File: src/rtl/bist_alu_session.sv
// bist_alu_session
//
// Self-contained BIST session around a small registered ALU. An internal LFSR
// produces N_PATTERNS operands. The ALU runs one operation on the current
// pattern (a) and the previous pattern (b). That operation is chosen by `op`
// when the session starts. Every ALU result is compacted into a MISR. At the
// end of the session the signature is compared with GOLDEN.
//
// Ports:
//   clk           clock
//   reset         asynchronous, active-low reset
//   start         session start; only honoured in IDLE or DONE
//   op[2:0]       ALU operation, latched when start is accepted
//   busy          high while the session runs (RUN and FLUSH)
//   done          high in DONE
//   pass          valid while done: signature == GOLDEN
//   result        registered ALU result, zero-extended to 2*WIDTH
//   result_valid  result holds a session result this cycle
//   signature     MISR contents
module bist_alu_session #(
    parameter int unsigned           WIDTH      = 8,
    parameter int unsigned           N_PATTERNS = 255,
    parameter logic [WIDTH-1:0]      LFSR_SEED  = 8'h01,
    parameter logic [WIDTH-1:0]      LFSR_TAPS  = 8'hB8,
    parameter logic [2*WIDTH-1:0]    MISR_TAPS  = 16'hB400,
    parameter int unsigned           SHIFT      = 2,
    parameter logic [2*WIDTH-1:0]    GOLDEN     = '0
) (
    input  logic                 clk,
    input  logic                 reset,
    input  logic                 start,
    input  logic [2:0]           op,
    output logic                 busy,
    output logic                 done,
    output logic                 pass,
    output logic [2*WIDTH-1:0]   result,
    output logic                 result_valid,
    output logic [2*WIDTH-1:0]   signature
);

    localparam int unsigned W2 = 2 * WIDTH;
    localparam int unsigned CW = (N_PATTERNS > 1) ? $clog2(N_PATTERNS) : 1;
    localparam logic [CW-1:0] CNT_LAST = CW'(N_PATTERNS - 1);
    // An all-zero seed would lock the LFSR up, so it is replaced by 1.
    localparam logic [WIDTH-1:0] SEED_EFF = (LFSR_SEED == '0) ? WIDTH'(1) : LFSR_SEED;

    typedef enum logic [1:0] {IDLE, RUN, FLUSH, DONE} state_t;

    state_t            state_reg, state_next;
    logic [WIDTH-1:0]  lfsr_reg, a_reg, b_reg;
    logic [W2-1:0]     misr_reg;
    logic [CW-1:0]     cnt_reg;
    logic              fcnt_reg;
    logic              v0_reg;
    logic [2:0]        op_reg;

    logic              load;
    logic              enter_done;
    logic [WIDTH-1:0]  lfsr_next;
    logic [W2-1:0]     misr_next;
    logic [W2-1:0]     alu_out;

    // ALU intermediates are kept at their natural widths before zero-extension.
    // If the inversions ran in a 2*WIDTH context, the upper half would fill with ones.
    logic [WIDTH:0]    alu_sum, alu_diff;
    logic [W2-1:0]     alu_prod;
    logic [WIDTH-1:0]  alu_xor, alu_xnor, alu_nand, alu_shl, alu_shr;

    // ------------------------------------------------------------------
    // FSM: state register and next-state logic
    // ------------------------------------------------------------------
    always_ff @(posedge clk or negedge reset) begin
        if (!reset) state_reg <= IDLE;
        else        state_reg <= state_next;
    end

    always_comb begin
        state_next = state_reg;
        load       = 1'b0;
        enter_done = 1'b0;
        case (state_reg)
            IDLE, DONE: begin
                if (start) begin
                    state_next = RUN;
                    load       = 1'b1;
                end
            end
            RUN: begin
                if (cnt_reg == CNT_LAST) state_next = FLUSH;
            end
            FLUSH: begin
                // Two flush edges drain a_reg -> result -> MISR.
                if (fcnt_reg) begin
                    state_next = DONE;
                    enter_done = 1'b1;
                end
            end
            default: state_next = IDLE;
        endcase
    end

    // ------------------------------------------------------------------
    // Datapath helpers
    // ------------------------------------------------------------------
    always_comb begin
        lfsr_next = {lfsr_reg[WIDTH-2:0], ^(lfsr_reg & LFSR_TAPS)};
        misr_next = {misr_reg[W2-2:0], ^(misr_reg & MISR_TAPS)} ^ result;
    end

    always_comb begin
        alu_sum  = {1'b0, a_reg} + {1'b0, b_reg};
        alu_diff = {1'b0, a_reg} - {1'b0, b_reg};
        alu_prod = a_reg * b_reg;
        alu_xor  = a_reg ^ b_reg;
        alu_xnor = ~(a_reg ^ b_reg);
        alu_nand = ~(a_reg & b_reg);
        alu_shl  = a_reg << SHIFT;
        alu_shr  = a_reg >> SHIFT;
        alu_out  = '0;
        case (op_reg)
            3'd0:    alu_out = {{(WIDTH-1){1'b0}}, alu_sum};
            3'd1:    alu_out = {{(WIDTH-1){1'b0}}, alu_diff};
            3'd2:    alu_out = alu_prod;
            3'd3:    alu_out = {{WIDTH{1'b0}}, alu_xor};
            3'd4:    alu_out = {{WIDTH{1'b0}}, alu_xnor};
            3'd5:    alu_out = {{WIDTH{1'b0}}, alu_nand};
            3'd6:    alu_out = {{WIDTH{1'b0}}, alu_shl};
            default: alu_out = {{WIDTH{1'b0}}, alu_shr};
        endcase
    end

    // ------------------------------------------------------------------
    // Session registers
    // ------------------------------------------------------------------
    always_ff @(posedge clk or negedge reset) begin
        if (!reset) begin
            lfsr_reg     <= SEED_EFF;
            a_reg        <= '0;
            b_reg        <= '0;
            misr_reg     <= '0;
            cnt_reg      <= '0;
            fcnt_reg     <= 1'b0;
            v0_reg       <= 1'b0;
            op_reg       <= '0;
            result       <= '0;
            result_valid <= 1'b0;
            done         <= 1'b0;
            pass         <= 1'b0;
        end else if (load) begin
            lfsr_reg     <= SEED_EFF;
            a_reg        <= '0;
            b_reg        <= '0;
            misr_reg     <= '0;
            cnt_reg      <= '0;
            fcnt_reg     <= 1'b0;
            v0_reg       <= 1'b0;
            op_reg       <= op;
            result_valid <= 1'b0;
            done         <= 1'b0;
            pass         <= 1'b0;
        end else begin
            if (state_reg == RUN) begin
                a_reg    <= lfsr_reg;
                b_reg    <= a_reg;
                lfsr_reg <= lfsr_next;
                cnt_reg  <= cnt_reg + 1'b1;
                v0_reg   <= 1'b1;
                fcnt_reg <= 1'b0;
            end
            if (state_reg == FLUSH) begin
                v0_reg   <= 1'b0;
                fcnt_reg <= ~fcnt_reg;
            end
            // Result only moves for real patterns, so it holds otherwise.
            if (v0_reg) result <= alu_out;
            result_valid <= v0_reg;
            if (result_valid) misr_reg <= misr_next;
            // The final absorb happens on this same edge, so compare the
            // updated signature rather than the stale register.
            if (enter_done) begin
                done <= 1'b1;
                pass <= ((result_valid ? misr_next : misr_reg) == GOLDEN);
            end
        end
    end

    assign busy      = (state_reg == RUN) || (state_reg == FLUSH);
    assign signature = misr_reg;

endmodule

File: config.mk
export PLATFORM = sky130hd
export DESIGN_NAME = bist_alu_session
export DESIGN_NICKNAME = d
export VERILOG_FILES = /design/src/rtl/bist_alu_session.sv
export SDC_FILE = /design/constraint.sdc
export NUM_CORES = 1
export LEC_CHECK = 0
export CAP_MARGIN = 20
export CORE_ASPECT_RATIO = 1.25
export CORE_MARGIN = 3
export CORE_UTILIZATION = 42
export DETAILED_ROUTE_END_ITERATION = 6
export SETUP_SLACK_MARGIN = 0.15
export SLEW_MARGIN = 20
export SYNTH_ARGS = -nofsm -noshare
export SYNTH_HDL_FRONTEND = slang
export SYNTH_SLANG_ARGS = --single-unit
File: constraint.sdc
create_clock -name clk -period 5.8 [get_ports clk]
set_clock_uncertainty 0.1 [all_clocks]
set_input_delay 0.87 -clock clk [delete_from_list [all_inputs] [get_ports clk]]
set_output_delay 0.87 -clock clk [all_outputs]
set_load 0.01 [all_outputs]
Word level (Yosys, flattened, before mapping):

Cells that the tools add are included.

* register bits after elaboration: 74
* latch bits: 0
* bits in writable memories: 0
* ROM bits: 0
* bits of input ports: 6
* output and inout port bits: 36
* logic and storage cells: 79
* memories: 0

* add/subtract/negate cells: 3
* multipliers: 1
* divide/modulo/power cells: 0
* order comparisons: 0
* equality and inequality tests: 13
* shift operators: 0
* mux-type cells: 30
* bitwise gates (word level): 7
* reduce and logical (&&, ||, !) cells: 12

Operators with widths (count)
* $pmux W16 S7: 1
* $mux W8: 8
* $mux W16: 2
* $logic_not A16 Y1: 1
* $mul A8 B8 Y16: 1
* $not A8 Y8: 2
* $reduce_xor A16 Y1: 1
* $xor A16 B16 Y16: 1
* $mux W1: 15
* $add A8 B8 Y9: 1
* $eq A3 B3 Y1 const B: 3
* $sub A8 B8 Y9: 1
* $add A8 B1 Y8 const B: 1
* $and A8 B8 Y8: 1
* $eq A8 B8 Y1 const B: 1
* $reduce_xor A8 Y1: 1
* $xor A8 B8 Y8: 1
* $eq A3 B2 Y1 const B: 2
* $mux W2: 3
* $ne A2 B2 Y1 const B: 3
* $pmux W2 S3: 1
* $eq A2 B2 Y1 const B: 2
* $reduce_bool A2 Y1: 2
* $eq A3 B1 Y1 const B: 1
* other kinds (9): 10

Logic depth before layout (Yosys ltp):

Gate-level depths: netlist (run 1).

* depth after elaboration: 6
* depth in mapped cells: 18
* mapped depth without buffers: 17

Worst setup path after synthesis (run 1):

Ideal clock, no wire load.

* kind: register -> register
* start point: register b_reg[6]
* end point: register result[12]
* library setup time: 0.083 ns
* arrival: 4.410 ns
* slack: 1.207 ns
* stages on the path, launching flop included: 16
* buffers on the path: 1
* clock period less this slack: 4.593 ns
* cell sequence: dfrtp_1 -> clkbuf_1 -> inv_1 -> nor2_1 -> fa_1 -> fa_1 -> fa_1 -> inv_1 -> fa_1 -> inv_1 -> ha_1 -> a211o_1 -> o22ai_1 -> o21ai_0 -> xnor2_1 -> o21ai_0

* word-level cells in the longest chain between the ends: 2

RTL lines
* from (decl): RTL line 50 `logic [WIDTH-1:0] lfsr_reg, a_reg, b_reg;`
* from (signal assigned): RTL line 164 `b_reg <= a_reg;`
* $mul A8 B8 Y16: RTL line 113 `alu_prod = a_reg * b_reg;`
* $pmux W16 S7: RTL line 120 `case (op_reg)`
* to (signal assigned): RTL line 175 `if (v0_reg) result <= alu_out;`
* to (decl): RTL line 36 `output logic [2*WIDTH-1:0] result,`

No other way between the ends.
A chain may end at the register's enable or synchronous reset.

Worst setup path in the final report (run 1):

* start point: register a_reg[6]
* end point: register result[12]

* word-level cells in the longest chain between the ends: 2

RTL lines
* from (decl): RTL line 50
* from (signal assigned): RTL line 163 `a_reg <= lfsr_reg;`
* $mul A8 B8 Y16: RTL line 113
* $pmux W16 S7: RTL line 120

No other way between the ends.

==> metrics, run 1 <==
setup TNS=0 ns; Post-Syn Nets=733; Synth area leader=dfrtp_1; share of the synthesized area in the top cell type=26.4%; Skew-Pair Late Insertion Delay=0.32 ns; Crit. End Element=register; cts bufs inserted=9; # resized after CTS=0; Final Slew Violations=0; Crit. Startpoint=a_reg[6]$_DFFE_PN0P_; via/cell ratio=5.50; Post-CTS Setup Bufs=0; Detailed Route WL=14500 um; antenna viol nets, final=0; die area=14800 um^2; starting density of the core=between 40% and 50%; placer congestion estimate=between 0.8 and 0.9; Commonest cells post-synth=nor2_1 (71), ha_1 (69), inv_1 (68), dfrtp_1 (59), nand2_1 (54); Seq/Total Area, Yosys=26.9%; antenna cells=0; slowest cell on the critical path=dfrtp_1; Power Dens Cells=156 nW/um^2; Post-synth EDFFs=0; total grt overflow=0; vias=4589; global-route wire length before repair=23500 um; GR peak layer=met2; Fill cells=1221; Synth Instances=around 630; most numerous cell on the critical path=fa_1; main combinational cell family by area after synthesis=adder cells; DP Worst Slack=~0.89 ns; CP cell instances=inv_1 > nor2_1 > fa_1 > fa_1 > fa_1 > inv_1 > fa_1 > inv_1 > ha_1 > a211o_1 > o22ai_1 > o21ai_0 > xnor2_1 > o21ai_0; largest net degree at the start of global routing=61; H-tree lvl count=3; boundary pin count=42; Compound-Gate Fraction of Synth Area=15.2%; Mapped Area=5600 um^2; # clock sinks=60; GR met1 Demand/Resource=25.9%; Hold Path Class=reg -> reg; post-synth cell types=around 60; CTS Hold Bufs=0; vias in the first global route=4560; Cell Rows=46; drt pass-1 iters=5; GR Util All Layers=20.6%; initial antenna violation count=0; Top Family by Delay on Critical Path=adder cells; slowest stage delay, CP=0.68 ns; width of the die=109 um; fraction of layout cells with a size suffix above 1=5.11%; CP Buf/Inv Count=3; min Tclk post-route=4.93 ns; Final WS setup=0.873 ns; core area=12800 um^2; share of async-settable or async-resettable flops after synthesis=100%; Relative slew margins=25.3%; Final Hold Vio Count=0; met2 GRT Util=35.5%; Layout area overhead=15.6%; Root Driver=clkbuf_16; Hold Crit Start=pass$_DFFE_PN0P_; Slew @ Worst Pin=1.12 ns; post-detail-place hpwl=11300 um; DRT iter0 DRCs=376; Max IR drop VDD=0.000163 V; clock-pin slew on the worst setup and hold paths=0.06 ns; DRC=0; multiplexer area fraction after synthesis=3.64%; CTS max path bufs=2; wire per inst=between 15 and 20 um; RSZ-0062 raised after global routing=no; CTS tree=done; Crit Path Class=reg -> reg; Final nets=765; Max-cap violations=0; reg-to-reg critical path startpoint=a_reg[6]$_DFFE_PN0P_; status=completed; crit path max fanout=12; Worst EP arrival=5.03 ns; #FFs+latches synth=60; most common cell in the netlist=nor2_1; final-report setup violation count=0; I/O Buffers=41; WP data required=about 5.9 ns; GR Util met3=3.06%; Final Cycle Share=85.0%; Avg Cell Area, Syn=8.90 um^2; Synth Area in Simple Gates=14.2%; startpoint types=register; Die H=135 um; Yosys Warn Count=0; largest cells by area after synthesis=dfrtp_1 (26%), ha_1 (15%), fa_1 (10%); Post-Synth XOR/XNOR Area=7.67%; achievable frequency=203 MHz; Post-Synth Adder-Cell Area=25.8%; most used flip-flop cell after synthesis=dfrtp_1; Pleak=3.07 nW
[worst paths after layout]
check / to / cells past startpoint / slack [ns]
max in group asynchronous: lfsr_reg[6]$_DFFE_PN0P_ / 2 / 4.46
min: pass$_DFFE_PN0P_ / 1 / 0.39
max: result[12]$_DFFE_PN0P_ / 14 / 0.87
min reg2reg: pass$_DFFE_PN0P_ / 1 / 0.39
min in group asynchronous: signature[11]$_DFF_PN0_ / 2 / 0.60
max reg2reg: result[12]$_DFFE_PN0P_ / 14 / 0.87
[per-layer routing]
| layer | vias to the layer above | part of all wire (%) |
|---|---|---|
| met1 | 2231 | 42 |
| met4 | 0 | 2.9 |
| met5 | - | 0 |
| met3 | 27 | 4.1 |
| li1 | 2210 | - |
| met2 | 121 | 51 |
[layout by cell type (no fill, tap or decap), types with 6 or more instances in the layout]
master | synthesis | layout
o21ai_0 | 41 | 41
mux2i_1 | 17 | 17
clkbuf_16 | 0 | 9
ha_1 | 69 | 69
fa_1 | 29 | 29
a21oi_1 | 21 | 21
xor2_1 | 14 | 14
nor3_1 | 8 | 8
a31oi_1 | 10 | 10
nor2b_1 | 8 | 8
inv_1 | 68 | 68
a211oi_1 | 13 | 13
clkdlybuf4s50_1 | 0 | 40
dfrtp_1 | 59 | 59
o21a_1 | 6 | 6
nand4_1 | 6 | 6
nand2_1 | 54 | 54
buf_4 | 2 | 6
nor2_1 | 71 | 71
xnor2_1 | 35 | 35
[report_power, final]
part	internal (mW)	switching (mW)
registers	0.419	0
logic	0.00305	0.00887
clock network	0.379	0.202
[stage by stage]
stage               total power [mW]  util (%)  cells  area, um^2  hold WS, ns
floorplan                      0.426         -    629        5600        0.391
global placement               0.439      47.9    818        6140        0.376
detailed placement             0.439      47.9    818        6140        0.381
CTS                             1.03      50.4    834        6470        0.393
global route                    1.05      50.4    834        6470        0.411
finish                          1.01      50.4    834        6470        0.387
[logic make-up after synthesis]
family,Yosys count
AO/OA/AOI/OAI,131
XOR/XNOR,49
flip-flops,60
adder cells (fa/ha/maj),98
buffers and inverters,95
AND/OR/NAND/NOR,176
multiplexers,20
[cell type report]
class                   instances  area (um^2)  area share [%]
clock buffers                   9          225            3.48
clock inverters                 7          100            1.55
inverters                      69          259            4.00
multi-input cells             474         3720            57.5
flip-flops and latches         60         1500            23.2
well taps                     168          210            3.25
repair buffers                 47          450            6.96
[worst register-to-register path, cell delays in order, from the launching register on]
cell and delay (ns):
dfrtp_1 0.68, inv_1 0.27, nor2_1 0.26, fa_1 0.48, fa_1 0.52, fa_1 0.55, inv_1 0.05, fa_1 0.53
inv_1 0.04, ha_1 0.34, a211o_1 0.31, o22ai_1 0.27, o21ai_0 0.17, xnor2_1 0.15, o21ai_0 0.08
(Power assumes the default switching activity.)
==> run 2, diff against run 1 <==
Clock period 5.8 ns to 4.2 ns, I/O delays scaled along.
==> metrics, run 2 (synthesized netlist as in run 1, its figures left out) <==
Power Dens Cells=188 nW/um^2 (+20%); Final Hold Vio Count=0 (unchanged); via/cell ratio=5.36 (-2.5%); width of the die=109 um (unchanged); global-route wire length before repair=24200 um (+3.0%); cts bufs inserted=9 (unchanged); CTS Hold Bufs=0 (unchanged); Highest Signal Layer=met4; commonest cells after routing, fill and taps aside=buf_4 (61), ha_1 (60), nor2_1 (59), inv_1 (58), nand2_1 (53); placer congestion estimate=0.872 (-1.8%); Slew @ Worst Pin=1.04 ns (-0.0796 ns); Die H=135 um (unchanged); Max IR drop VDD=0.000162 V (-0.87%); min Tclk post-route=4.09 ns (-0.841 ns); boundary pin count=42 (unchanged); RSZ-0062 raised after global routing=yes; Cell Rows=46 (unchanged); starting density of the core=43.6% (unchanged); WP data required=4.31 ns (-1.59 ns); Metal-1 WL=6490 um (+5.8%); GR Util All Layers=21.1% (+0.45 points); CTS tree=done; post-detail-place hpwl=11500 um (+2.2%); final-report setup violation count=0 (unchanged); Crit Path Class=reg -> reg; antenna cells=0 (unchanged); Final Slew Violations=0 (unchanged); DP Worst Slack=-0.0357 ns (-0.923 ns); Crit. End Element=register; setup TNS=0 ns (unchanged); Root Driver=clkbuf_16; die area=14800 um^2 (unchanged); DRT iter0 DRCs=269 (-28%); # clock sinks=60 (unchanged); Skew-Pair Late Insertion Delay=0.33 ns (about the same); drt pass-1 iters=4 (-1); clock-pin slew on the worst setup and hold paths=0.06 ns (about the same); initial antenna violation count=0 (unchanged); Final Cycle Share=97.3% (+12 points); Pleak=3.32 nW (+8.1%); achievable frequency=245 MHz (+21%); Hold Path Class=in -> async; core area=12800 um^2 (unchanged); Layout area overhead=28.0%; wire per inst=16.8 um (-3.2%); antenna viol nets, final=0 (unchanged); vias=4773 (+4.0%); largest net degree at the start of global routing=40 (-34%); crit path max fanout=4 (-8); Relative slew margins=30.6% (+5.3 points); fraction of layout cells with a size suffix above 1=19.7% (+15 points); Final nets=821 (+7.3%); met2 routed WL=7660 um (+4.3%); vias in the first global route=4899 (+7.4%); DRC=0 (unchanged); commonest non-fill, non-tap cell in the layout=buf_4; status=completed; met3 WL=463 um (-23%); total grt overflow=0 (unchanged); H-tree lvl count=3 (unchanged); Detailed Route WL=15000 um (+3.3%); Final WS setup=0.114 ns (-0.759 ns); Fill cells=1146 (-6.1%); CTS max path bufs=2 (unchanged); Max-cap violations=0 (unchanged); Worst EP arrival=4.19 ns (-0.84 ns); startpoint types=register; I/O Buffers=41 (unchanged)
-- run 2: cell types whose count changed in the layout (fill, tap and decap cells not counted), sizes merged --
cell	change
buf	+56
bufinv	-1
clkbuf	+1
clkinv	+1
clkinvlp	+2
inv	-3
-- run 2: power by group --
part / leakage (nW) / switching [mW] / internal, mW
registers: 0.725 / 0 / 0.578
logic: 2.45 / 0.0127 / 0.00423
clock network: 0.144 / 0.279 / 0.474
total: 3.32 / 0.292 / 1.06
-- run 2: final cells by class --
type	count	area [um^2]	share of cell area, %
well taps	168	210	2.93
inverters	69	292	4.07
multi-input cells	474	3970	55.4
repair buffers	103	875	12.2
clock inverters	6	63.8	0.891
clock buffers	10	239	3.34
flip-flops and latches	60	1510	21.1
-- run 2: worst paths after layout --
path / depth (start not counted) / start / to / slack [ns]
worst max-delay path: 18 / lfsr_reg[4]$_DFFE_PN0P_ / result[15]$_DFFE_PN0P_ / 0.11
worst min-delay path: 1 / reset / signature[9]$_DFF_PN0_ / 0.30
worst max register to register: 18 / lfsr_reg[4]$_DFFE_PN0P_ / result[15]$_DFFE_PN0P_ / 0.11
worst min register to register: 1 / pass$_DFFE_PN0P_ / pass$_DFFE_PN0P_ / 0.39
max in group asynchronous: 2 / reset / signature[15]$_DFF_PN0_ / 2.83
min in group clk: 1 / pass$_DFFE_PN0P_ / pass$_DFFE_PN0P_ / 0.39
-- run 2: critical path, cell delays in order (launching register included) --
cell,delay [ns]
dfrtp_2,0.40
buf_4,0.13
ha_1,0.16
inv_1,0.06
fa_2,0.34
inv_2,0.07
fa_1,0.42
ha_1,0.30
inv_1,0.05
fa_1,0.53
inv_1,0.06
ha_4,0.25
nor2b_4,0.14
o31ai_4,0.22
a21oi_2,0.11
buf_4,0.15
a221oi_4,0.22
xnor2_1,0.15
o21ai_1,0.07
-- run 2: repair_timing --
| item | in CTS | in global routing |
|---|---|---|
| pin swaps | 31 | 17 |
| endpoints found under the setup margin | 8 | 9 |
| setup buffers | 20 | 9 |
| gates resized for setup | 17 | 23 |
-- run 2: through the flow --
| stage | instance area [um^2] | total power [mW] | utilization (%) | hold slack (ns) | instances |
|---|---|---|---|---|---|
| final | 7160 | 1.35 | 55.8 | 0.302 | 890 |
| after detailed placement | 6470 | 0.607 | 50.4 | 0.382 | 845 |
| after global routing | 7160 | 1.40 | 55.8 | 0.366 | 890 |
| after global placement | 6470 | 0.606 | 50.4 | 0.379 | 845 |
| after CTS | 6990 | 1.37 | 54.5 | 0.324 | 881 |
| after floorplan | 5780 | 0.589 | - | 0.234 | 629 |
-- run 2: layer usage --
metal | global-route usage (%) | up-vias
met5 | 0 | -
met1 | 25.4 | 2321
li1 | - | 2322
met2 | 38.1 | 103
met4 | 7.28 | 0
met3 | 2.92 | 27
==> variant 1: new RTL, config.mk and constraints of run 2 <==
`MISR_TAPS`: 16'hB400 -> 16'h5A00.
--- a/src/rtl/bist_alu_session.sv
+++ b/src/rtl/bist_alu_session.sv
@@ -23,5 +23,5 @@
     parameter logic [WIDTH-1:0]      LFSR_SEED  = 8'h01,
     parameter logic [WIDTH-1:0]      LFSR_TAPS  = 8'hB8,
-    parameter logic [2*WIDTH-1:0]    MISR_TAPS  = 16'hB400,
+    parameter logic [2*WIDTH-1:0]    MISR_TAPS  = 16'h5A00,
     parameter int unsigned           SHIFT      = 2,
     parameter logic [2*WIDTH-1:0]    GOLDEN     = '0
Function: changed (a bounded check fails within 10 cycles, from zero or initial values and one cycle with reset low).
==> variant 1 against run 2 <==
Sequential cell count is the same. Clock power rose by 6.5%. Cell area shrank 0.54%. Worst hold slack worse by 0.21 ns. Synthesized area down 0.25%. Total power up 3.7%. Wire length down 3.4%. Combinational power increased by 8%. First-iteration DRC count up 17%. Critical endpoint unchanged. Worst setup slack worse by 0.029 ns.
==> variant 1: results (changes against run 2) <==
Arr. time, crit path=4.22 ns (was 4.19 ns); WL/cell=16.3 um (was 16.8 um); library cells used by synthesis=60 (was 59); outcome=completed (unchanged); R2R Path End=result[15] (unchanged); Post-CTS Resized=24 (was 17); slowest CP cell=fa_1 (unchanged); Syn. warnings=0 (unchanged); first-pass GRT wire length=24100 um (was 24200 um); largest net degree at the start of global routing=44 (was 40); clock slew at reported path FFs=0.06 ns (about the same); worst-case reg-to-reg path depth=13 (was 18); Final HPWL DP=11700 um (was 11500 um); FF-to-FF Start=lfsr_reg[5] (was lfsr_reg[4]); Setup WS pre-CTS=-0.0539 ns (was -0.0357 ns); routed vias/inst=5.31 (was 5.36); vias in the first global route=4955 (was 4899); Worst-Skew Late Latency=0.33 ns (about the same); clk buf depth=2 (unchanged); antenna violations before repair=0 (unchanged); GRT Resource Usage Total=0.208 (was 0.211); Post-synth ARST share=1.00 (unchanged); Post-synth top flop=dfrtp_1 (unchanged); Initial DRC Count=315 (was 269); leakage=0.00335 uW (was 0.00332 uW); Max VDD drop=241 uV (was 162 uV); R2R setup slack=0.09 ns (was 0.11 ns); Synth area leaders=dfrtp_1 (26%), ha_1 (15%), fa_1 (10%), xnor2_1 (5.8%), nor2_1 (4.7%) (was dfrtp_1 (26%), ha_1 (15%), fa_1 (10%), xnor2_1 (5.5%), nor2_1 (4.8%)); layout cells sized above 1=0.196 (was 0.197); Syn Nets=733 (unchanged); Post-layout nets=818 (was 821); H-tree depth=3 (unchanged); Cell Area, Placed=6590 um2 (was 6470 um2); Synth top cells by count=nor2_1 (70), ha_1 (69), inv_1 (64) (was nor2_1 (71), ha_1 (69), inv_1 (68)); worst-path fanout max=5 (was 4); register area share after synthesis=0.269 (about the same); Final GP Congestion=0.886 (was 0.872); normalized max-slew margin=0.352 (was 0.306); I/O Buffers=41 (unchanged); CTS Buf Count=9 (unchanged); # Post-CTS Setup Buffers=4 (was 20); # diodes=0 (unchanged)
## variant 1: cells by family (layout without fill, tap and decap cells)
kind of cell             after synthesis  after routing  synth area share
adder cells (fa/ha/maj)               98             98             0.259
AND/OR/NAND/NOR                      181            181             0.142
buffers and inverters                 90            180            0.0634
multiplexers                          17             17            0.0307
AO/OA/AOI/OAI                        134            134             0.159
flip-flops                            60             60             0.269
XOR/XNOR                              49             49            0.0769
## variant 1: layout make-up
type | count | area (um2)
clock inverters | 7 | 100
repair buffers | 97 | 862
flip-flops and latches | 60 | 1510
inverters | 67 | 273
multi-input cells | 479 | 3940
clock buffers | 9 | 225
well taps | 168 | 210
fillers | 1151 | 5710
## variant 1: how the worst max path moves through the flow
stage / startpoint / to / slack [ns] / cells after the start
after floorplan: lfsr_reg[6] / result[15] / 0.04 / 18
after global placement: b_reg[6] / result[15] / 0.05 / 15
after detailed placement: lfsr_reg[3] / result[13] / -0.05 / 18
after CTS: lfsr_reg[6] / result[15] / 0.08 / 16
after global routing: lfsr_reg[5] / result[15] / -0.07 / 13
final: lfsr_reg[5] / result[15] / 0.09 / 13
## variant 1: stage by stage
step	cells	hold slack, ns
floorplan	629	0.234
global placement	861	0.399
detailed placement	861	0.414
CTS	881	0.399
global route	887	0.105
finish	887	0.0957
## variant 1: metal layers
layer	GRT usage	up-vias	wire, um	share of wire
met5	0	-	0	0
met4	0.0765	0	315	0.022
met3	0.0273	19	489	0.034
met2	0.377	104	7630	0.53
met1	0.247	2264	6030	0.42
li1	-	2319	-	-
## variant 1: power by group
| part | switching [uW] | internal (uW) |
|---|---|---|
| registers | 0 | 578 |
| logic | 12.3 | 6.10 |
| clock network | 279 | 523 |
| total | 291 | 1110 |
==> variant 2: new RTL, settings of run 2 <==
Without the edit above. Make the reset (`reset`) synchronous in 2 clocked blocks. Comments in the files are not updated.
--- a/src/rtl/bist_alu_session.sv
+++ b/src/rtl/bist_alu_session.sv
@@ -70,5 +70,5 @@
     // FSM: state register and next-state logic
     // ------------------------------------------------------------------
-    always_ff @(posedge clk or negedge reset) begin
+    always_ff @(posedge clk) begin
         if (!reset) state_reg <= IDLE;
         else        state_reg <= state_next;
@@ -133,5 +133,5 @@
     // Session registers
     // ------------------------------------------------------------------
-    always_ff @(posedge clk or negedge reset) begin
+    always_ff @(posedge clk) begin
         if (!reset) begin
             lfsr_reg     <= SEED_EFF;
Behaviour: differs if reset is asserted again (counterexample within 4 cycles, from zero or initial values and one cycle with reset low); with reset held inactive, the same outputs for 10 cycles.
==> variant 2 against run 2 <==
Synthesized area is 4.1% lower. Wire length is 8.9% lower. Cell area is 5.3% lower. Non-clock buffer count is 22 lower. Worst setup slack worse by 0.0027 ns. Sequential share of layout area is 3.0 points lower. Sequential cell count stayed put. Fmax hardly changed. Via count is 2.6% lower. Largest cell class unchanged. Highest routed layer unchanged.
Power is not compared: it rests on default switching activity, and its combinational part moved more than twofold at a synthesized area within 25%.
==> variant 2: results (changes against run 2) <==
outcome=completed (unchanged); Post-synth ARST share=0 (was 1.00); worst-case reg-to-reg path depth=16 (was 18); Setup WS pre-CTS=0.0159 ns (was -0.0357 ns); vias in the first global route=4673 (was 4899); met1 wire length=5910 um (was 6490 um); Final GP Congestion=0.879 (was 0.872); normalized max-slew margin=0.365 (was 0.306); area grow syn2layout=26.5% (was 28.0%); Net Sw Power=761 uW; Syn Nets=738 (was 733); routed length on met2=6770 um (was 7660 um); Tightest Hold Check Type=register to register (was input port to async pin); Final HPWL DP=10700 um (was 11500 um); layout cells sized above 1=0.176 (was 0.197); WL/cell=15.7 um (was 16.8 um); Initial DRC Count=282 (was 269); Syn. warnings=0 (unchanged); Setup crit start=lfsr_reg[5] (was lfsr_reg[4]); Hold Worst Slack=0.346 ns (was 0.302 ns); Post-synth top flop=dfxtp_1 (was dfrtp_1); DR pass1 iterations=5 (was 4); root buffer cell=clkbuf_16 (unchanged); slowest CP cell=fa_1 (unchanged); Synth area leaders=dfxtp_1 (22%), ha_1 (16%), fa_1 (11%), xnor2_1 (5.4%), nor2_1 (5.3%) (was dfrtp_1 (26%), ha_1 (15%), fa_1 (10%), xnor2_1 (5.5%), nor2_1 (4.8%)); largest net degree at the start of global routing=47 (was 40); placed instance count=842 (was 845); Synth top cells by count=nor2_1 (76), ha_1 (67), inv_1 (61) (was nor2_1 (71), ha_1 (69), inv_1 (68)); FMAX=245 MHz (about the same); met3 Resource Use GR=0.0367 (was 0.0292); via count=4647 (was 4773); first-pass GRT wire length=23000 um (was 24200 um); Max VDD drop=251 uV; met3 routed WL=456 um (was 463 um); Cell Area, Placed=6180 um2 (was 6470 um2); GRT Resource Usage Total=0.201 (was 0.211); area fraction in compound gates after synthesis=0.180 (was 0.152); clk buf depth=2 (unchanged); library cells used by synthesis=63 (was 59); Arr. time, crit path=4.20 ns (was 4.19 ns); Largest stage delay, worst path=0.56 ns (was 0.53 ns); Mean Syn Cell Area=8.44 um2 (was 8.90 um2); Post-layout nets=803 (was 821); area share of fa/ha/maj cells after synthesis=0.264 (was 0.258); grt met1 use=0.248 (was 0.254); met2 usage=0.341 (was 0.381); fin cells=870 (was 890); Fillers=1083 (was 1146); Post-Synth XOR/XNOR Area=0.0800 (was 0.0767); multiplexer share of the synthesized area=0.0326 (was 0.0364); R2R Path End=result[14] (was result[15]); register area share after synthesis=0.224 (was 0.269)
[variant 2: changes by cell type in the layout (fill, tap and decap cells not counted), sizes merged, moves of 15 or more]
cell / before / now
dfxtp: 0 / 60
dfrtp: 59 / 0
buf: 63 / 40
nand2: 54 / 39
[variant 2: what timing repair did]
item / in CTS / in global routing
pin swaps: 16 / 23
cloned: 0 / 0
resized for setup: 30 / 30
endpoints found under the setup margin: 5 / 9
setup buffers: 7 / 5
[variant 2: worst max path at each step]
stage / to / cells past startpoint
floorplan: result[14] / 16
global placement: result[12] / 17
detailed placement: result[14] / 17
CTS: result[14] / 15
global route: result[13] / 16
finish: result[14] / 16
[variant 2: final cells by class]
cell class / instances / area, um2 / share of cell area
clock inverter: 4 / 47.5 / 0.00701
sequential: 60 / 1230 / 0.182
inverter: 65 / 265 / 0.0391
clock buffer: 12 / 256 / 0.0378
tap: 164 / 205 / 0.0302
timing repair buffer: 81 / 733 / 0.108
multi-input combinational: 484 / 4050 / 0.596
